## config.mk

```make
export PLATFORM = sky130hd
export DESIGN_NAME = quiz_round_ctrl
export DESIGN_NICKNAME = d
export VERILOG_FILES = /design/src/rtl/quiz_round_ctrl.sv
export SDC_FILE = /design/constraint.sdc
export NUM_CORES = 1
export LEC_CHECK = 0
export ABC_AREA = 1
export BUFFER_PORTS_ARGS = -buffer_cell sky130_fd_sc_hd__buf_2
export CAP_MARGIN = 0
export CORE_MARGIN = 1
export CORE_UTILIZATION = 30
export CTS_CLUSTER_DIAMETER = 120
export DETAILED_ROUTE_END_ITERATION = 6
export PLACE_DENSITY = 0.56
export SLEW_MARGIN = 20
export SYNTH_ARGS = -nofsm -noshare
export SYNTH_HDL_FRONTEND = slang
export SYNTH_SLANG_ARGS = --single-unit
export TNS_END_PERCENT = 20
```

## constraint.sdc

```tcl
create_clock -name CLK -period 2.5 [get_ports CLK]
set_clock_uncertainty 0.05 [all_clocks]
set_input_delay 0.375 -clock CLK [delete_from_list [all_inputs] [get_ports CLK]]
set_output_delay 0.375 -clock CLK [all_outputs]
set_load 0.05 [all_outputs]
```

## src/rtl/quiz_round_ctrl.sv

```systemverilog
// quiz_round_ctrl - round sequencer for the factorization quiz game.
//
// Runs a game of ROUNDS questions. For each round it picks a question index
// for the question DB, waits for the DB to settle, and then opens the answer
// window. It applies the judged verdict to HP/SCORE, shows the result for
// RESULT_CYC cycles, and ends in CLEAR (win) or OVER (lose).
//
// Build option: define QUIZ_TIMER_EN to enable the per-question timeout.
// Without it ASK waits indefinitely and TIME_LEFT is tied to 0.
//
// Ports:
//   CLK        in   system clock, rising edge
//   RST        in   synchronous active-low reset
//   START      in   start/restart pulse (IDLE, CLEAR, OVER only)
//   ANS_VALID  in   answer submitted pulse
//   ANS_OK     in   submitted answer is correct (qualifies ANS_VALID)
//   SKIP       in   give up on the current question
//   NUM        out  question index to the DB
//   ANS_EN     out  answer entry allowed (ASK only)
//   STATE      out  state code for the 7-segment decoders
//   HP         out  remaining HP
//   ROUND      out  current round, 1-based
//   SCORE      out  correct answers this game
//   TIME_LEFT  out  seconds remaining on the current question
//   WIN        out  high in CLEAR
//   LOSE       out  high in OVER
module quiz_round_ctrl #(
    parameter int TICK_DIV   = 50_000_000,
    parameter int TIME_LIMIT = 30,
    parameter int ROUNDS     = 5,
    parameter int HP_INIT    = 3,
    parameter int DB_LAT     = 1,
    parameter int RESULT_CYC = 50_000_000
) (
    input  logic       CLK,
    input  logic       RST,
    input  logic       START,
    input  logic       ANS_VALID,
    input  logic       ANS_OK,
    input  logic       SKIP,
    output logic [3:0] NUM,
    output logic       ANS_EN,
    output logic [2:0] STATE,
    output logic [1:0] HP,
    output logic [3:0] ROUND,
    output logic [3:0] SCORE,
    output logic [5:0] TIME_LEFT,
    output logic       WIN,
    output logic       LOSE
);

    typedef enum logic [2:0] {
        IDLE   = 3'd0,
        LOAD   = 3'd1,
        ASK    = 3'd2,
        JUDGE  = 3'd3,
        RESULT = 3'd4,
        CLEAR  = 3'd5,
        OVER   = 3'd6
    } state_t;

    // Shared dwell counter for LOAD and RESULT; sized for the longer of the two.
    localparam int CW = $clog2(RESULT_CYC + DB_LAT + 2);
    localparam logic [CW-1:0] LOAD_LAST = CW'(DB_LAT);
    localparam logic [CW-1:0] RES_LAST  = CW'(RESULT_CYC - 1);

    // Out-of-range configurations elaborate a visibly named empty block.
    if (TICK_DIV < 1 || TIME_LIMIT < 1 || TIME_LIMIT > 63 || ROUNDS < 1 || ROUNDS > 15 ||
        HP_INIT < 1 || HP_INIT > 3 || DB_LAT < 0 || DB_LAT > 7 || RESULT_CYC < 1) begin : g_bad_param
    end

    state_t          state, state_nxt;
    logic [3:0]      lfsr, prev, num;
    logic [1:0]      hp;
    logic [3:0]      round, score;
    logic            verdict, verdict_nxt;
    logic [CW-1:0]   cnt;
    logic            ans_en, win, lose;
    logic            new_game, load_go, ask_go, round_inc;
    logic            timeout;
    logic [3:0]      cand, pick;

    // Candidate index 0..14; fall back to the raw LFSR value (may be 15)
    // so the same question is never asked twice in a row.
    assign cand = lfsr - 4'd1;
    assign pick = (cand == prev) ? lfsr : cand;

    always_ff @(posedge CLK) begin
        if (!RST) state <= IDLE;
        else      state <= state_nxt;
    end

    always_comb begin
        state_nxt   = state;
        verdict_nxt = verdict;
        new_game    = 1'b0;
        load_go     = 1'b0;
        ask_go      = 1'b0;
        round_inc   = 1'b0;
        case (state)
            IDLE, CLEAR, OVER: begin
                if (START) begin
                    state_nxt = LOAD;
                    new_game  = 1'b1;
                    load_go   = 1'b1;
                end
            end
            LOAD: begin
                if (cnt == LOAD_LAST) begin
                    state_nxt = ASK;
                    ask_go    = 1'b1;
                end
            end
            ASK: begin
                if (ANS_VALID) begin
                    verdict_nxt = ANS_OK;
                    state_nxt   = JUDGE;
                end else if (SKIP || timeout) begin
                    verdict_nxt = 1'b0;
                    state_nxt   = JUDGE;
                end
            end
            JUDGE: state_nxt = RESULT;
            RESULT: begin
                if (cnt == RES_LAST) begin
                    if (hp == 2'd0)                state_nxt = OVER;
                    else if (round == 4'(ROUNDS))  state_nxt = CLEAR;
                    else begin
                        state_nxt = LOAD;
                        load_go   = 1'b1;
                        round_inc = 1'b1;
                    end
                end
            end
            default: state_nxt = IDLE;
        endcase
    end

    always_ff @(posedge CLK) begin
        if (!RST) begin
            lfsr    <= 4'b1001;
            prev    <= 4'hF;
            num     <= 4'd0;
            hp      <= 2'(HP_INIT);
            round   <= 4'd0;
            score   <= 4'd0;
            verdict <= 1'b0;
            cnt     <= '0;
            ans_en  <= 1'b0;
            win     <= 1'b0;
            lose    <= 1'b0;
        end else begin
            // x^4 + x^3 + 1, free-running in every state
            lfsr    <= {lfsr[2:0], lfsr[3] ^ lfsr[2]};
            verdict <= verdict_nxt;

            if ((state == LOAD || state == RESULT) && state_nxt == state) cnt <= cnt + 1'b1;
            else                                                          cnt <= '0;

            if (new_game) begin
                hp    <= 2'(HP_INIT);
                score <= 4'd0;
                round <= 4'd1;
            end else if (round_inc) begin
                round <= round + 4'd1;
            end

            if (load_go) begin
                num  <= pick;
                prev <= pick;
            end

            if (state == JUDGE) begin
                if (verdict) begin
                    if (score != 4'hF) score <= score + 4'd1;
                end else begin
                    if (hp != 2'd0) hp <= hp - 2'd1;
                end
            end

            ans_en <= (state_nxt == ASK);
            win    <= (state_nxt == CLEAR);
            lose   <= (state_nxt == OVER);
        end
    end

`ifdef QUIZ_TIMER_EN
    localparam int DW = (TICK_DIV > 1) ? $clog2(TICK_DIV) : 1;

    logic [DW-1:0] div;
    logic [5:0]    time_left;
    logic          tick;

    assign tick    = (state == ASK) && (div == DW'(TICK_DIV - 1));
    // The tick that would write 0 also ends the question on the same edge.
    assign timeout = tick && (time_left == 6'd1);

    always_ff @(posedge CLK) begin
        if (!RST) begin
            div       <= '0;
            time_left <= 6'd0;
        end else if (ask_go) begin
            div       <= '0;
            time_left <= 6'(TIME_LIMIT);
        end else if (state == ASK) begin
            if (tick) begin
                div       <= '0;
                time_left <= time_left - 6'd1;
            end else begin
                div <= div + 1'b1;
            end
        end
    end

    assign TIME_LEFT = time_left;
`else
    assign timeout   = 1'b0;
    assign TIME_LEFT = 6'd0;
`endif

    assign NUM    = num;
    assign ANS_EN = ans_en;
    assign STATE  = state;
    assign HP     = hp;
    assign ROUND  = round;
    assign SCORE  = score;
    assign WIN    = win;
    assign LOSE   = lose;

endmodule

```

==> impl_metrics.py <==
metrics = {
    "clock_tree": {
        "cts_made_buffers": 5,
        "clk_pin_slew_ns": 0.10,
        "root_buffer": "clkbuf_8",
        "cts_hold_buf": 0,
        "cts_resized": 0,
        "clockBufferDepth": 2,
        "htree_num_levels": 2,
        "cts_tree": "built",
        "cts_sinks": 55,
        "clk_latency_ns": 0.32,
        "cts_setup_buffers": 0,
    },
    "synthesis": {
        "synth_top_cell_by_area": "dfxtp_1",
        "synth_top_area_share_pct": 34.5,
        "synth_area_per_cell_um2": 7.39,
        "synth_most_common_cell": "nand2_1",
        "synthTopCellsByCount": "95 x nand2_1, 55 x dfxtp_1, 50 x nor2_1",
        "synth_flop_cell": "dfxtp_1",
        "syn_area_mm2": 0.00319,
        "async_reset_ff_share_pct": 0,
        "yosys_warnings": 0,
        "synth_edf_count": 0,
        "seq_area_frac_synth_pct": 34.5,
        "yosysUniqueCellTypes": 36,
        "synthTopCellsByArea": "dfxtp_1 34%, nand2_1 11%, nor2_4 8.5%",
        "synthCells": 432,
        "ys_ff_latch": 55,
    },
    "global_route": {
        "grt.overflow.total": 0,
        "grt_start_max_net_pins": 18,
        "grt_pass1_vias": 2492,
        "antenna_found_initial": 0,
        "grt_use_total_pct": 12.6,
        "grt_pass1_wl_mm": 11.3,
    },
    "timing": {
        "hold_ws_ns": 0.274,
        "hold_viol_final": 0,
        "worstMarginPinSlew_ns": 0.507,
        "fmax_mhz": 477,
        "timing.final.max_slew_violations": 0,
        "rsz0062_at_grt": "no",
        "finalSetupViolations": 0,
        "finalCriticalPeriod_ns": 2.09,
        "maxSlewHeadroom_pct": 66.1,
        "worst_slack_ns": 0.406,
        "tns_ns": 0,
        "fin_crit_sh_pct": 83.8,
    },
    "cells_and_area": {
        "antenna_cells": 0,
        "num-fill-cells": 1129,
        "area_growth_pct": 10.2,
        "drive_above_1_share_pct": 20.0,
        "final_area_mm2": 0.00352,
        "final_cell_count_no_fill": 596,
        "post-route-util_pct": 34.1,
        "fin_nets": 471,
    },
    "critical_path": {
        "required_ns": 2.65,
        "cp-end-kind": "flip-flop",
        "worstPathArrival_ns": 2.25,
        "crit_fanout": 13,
        "startpoint_type": "flip-flop",
        "worstSetupPathType": "reg -> reg",
    },
    "outcome": {
        "status": "completed",
    },
    "floorplanning": {
        "die_y_um": 105,
        "rows": 37,
        "die_area_mm2": 0.0111,
        "die_x_um": 105,
        "core-area_mm2": 0.0103,
        "io_pins": 32,
        "start_util_pct": 30.9,
    },
    "placed_design": {
        "place_inst": 588,
        "dpl.hpwl_mm": 5.06,
        "gp_congestion": 0.870,
        "postPlaceCellArea_mm2": 0.00344,
        "dp_slack_ns": 0.388,
        "portBuffers": 25,
    },
    "drt": {
        "totalWireLength_mm": 6.54,
        "highest_layer": "met4",
        "viasPerCell": 4.46,
        "drc": 0,
        "wire_per_inst_um": 11.0,
        "vias": 2659,
        "wl_met2_mm": 2.89,
        "final_antenna_net_count": 0,
        "dr.pass1.iters": 4,
        "drtIter0Drc": 162,
        "met3WireLength_um": 154,
        "drt-met1-wl_mm": 3.40,
    },
    "power": {
        "p_leak_nw": 1.43,
        "finalPower_mw": 1.79,
        "peakVddDrop_uv": 289,
        "power_density_mw_per_mm2": 507,
    },
    "flow_run": {
        "drv_cap": 0,
    },
    "worst_hold_path": {
        "min_path_type": "in -> reg",
    },
}
[layout make-up]
type                            count  area [µm²]  share of cell area, %
Clock buffer                        6        72.6                   2.06
Timing Repair Buffer               28         160                   4.55
Inverter                           56         210                   5.97
Clock inverter                      2        12.5                  0.355
Multi-Input combinational cell    313        1790                   51.0
Tap cell                          136         170                   4.83
Sequential cell                    55        1100                   31.3
[per-layer routing]
| layer | up-vias | track usage (%) |
|---|---|---|
| met1 | 1219 | 17.4 |
| li1 | 1395 | - |
| met3 | 8 | 2.00 |
| met2 | 37 | 19.9 |
| met5 | - | 0 |
| met4 | 0 | 3.92 |
[critical path, stage by stage (launching register included)]
cell and delay, ns:
dfxtp_1 0.39, ha_1 0.22, nand2_2 0.10, nor2_8 0.14, nand3_2 0.10, nor2_4 0.13
nand3_2 0.09, nand2_1 0.09, nand2_2 0.06, nand2_4 0.08, nand2_4 0.05, nand2_4 0.22
buf_4 0.24, nor2_4 0.03
[registers in the layout, summed over array words and instances (netlist names)]
| register | count |
|---|---|
| verdict | 1 |
| prev | 4 |
| SCORE | 4 |
| lfsr | 4 |
| LOSE | 1 |
| cnt | 26 |
| STATE | 3 |
| WIN | 1 |
| ROUND | 4 |
| HP | 2 |
| ANS_EN | 1 |
| NUM | 4 |
[worst paths after layout]
| check | to | cells past startpoint | start | slack, ns |
|---|---|---|---|---|
| worst min register to register | lfsr[2] | 2 | lfsr[1] | 0.41 |
| worst max register to register | cnt[9] | 13 | cnt[0] | 0.41 |
| worst min-delay path | verdict | 3 | ANS_OK | 0.27 |
| worst max-delay path | cnt[9] | 13 | cnt[0] | 0.41 |
[cell usage in the layout, fill, tap and decap left out, types with 4 or more instances in the layout]
cell / netlist / routed
nor2_1: 50 / 50
inv_2: 9 / 9
clkbuf_8: 0 / 5
nand2_2: 7 / 7
a21oi_1: 11 / 11
dfxtp_1: 55 / 55
o21ai_0: 5 / 5
ha_1: 6 / 6
nand3_1: 33 / 33
nand2_1: 95 / 95
xnor2_1: 11 / 11
conb_1: 1 / 6
nand4_1: 10 / 10
nor2_2: 4 / 4
buf_2: 3 / 25
nor3_1: 10 / 10
inv_1: 46 / 46
xor2_1: 17 / 17
nor2_4: 24 / 24
[logic make-up (layout without fill, tap and decap cells)]
group	Yosys count	in the layout	synth area share, %
xor+xnor	28	28	7.68
other cells	1	6	0.117
buf+inv	69	92	9.95
compound gates	26	26	4.70
flops	55	55	34.5
simple gates	247	247	40.7
fa+ha+maj	6	6	2.35
[power breakdown]
group,switching (mW),internal [mW]
Sequential,0.0286,0.907
Clock,0.304,0.197
Combinational,0.255,0.0951
Total,0.587,1.20
No activity file was read; power rests on OpenSTA's default activity.
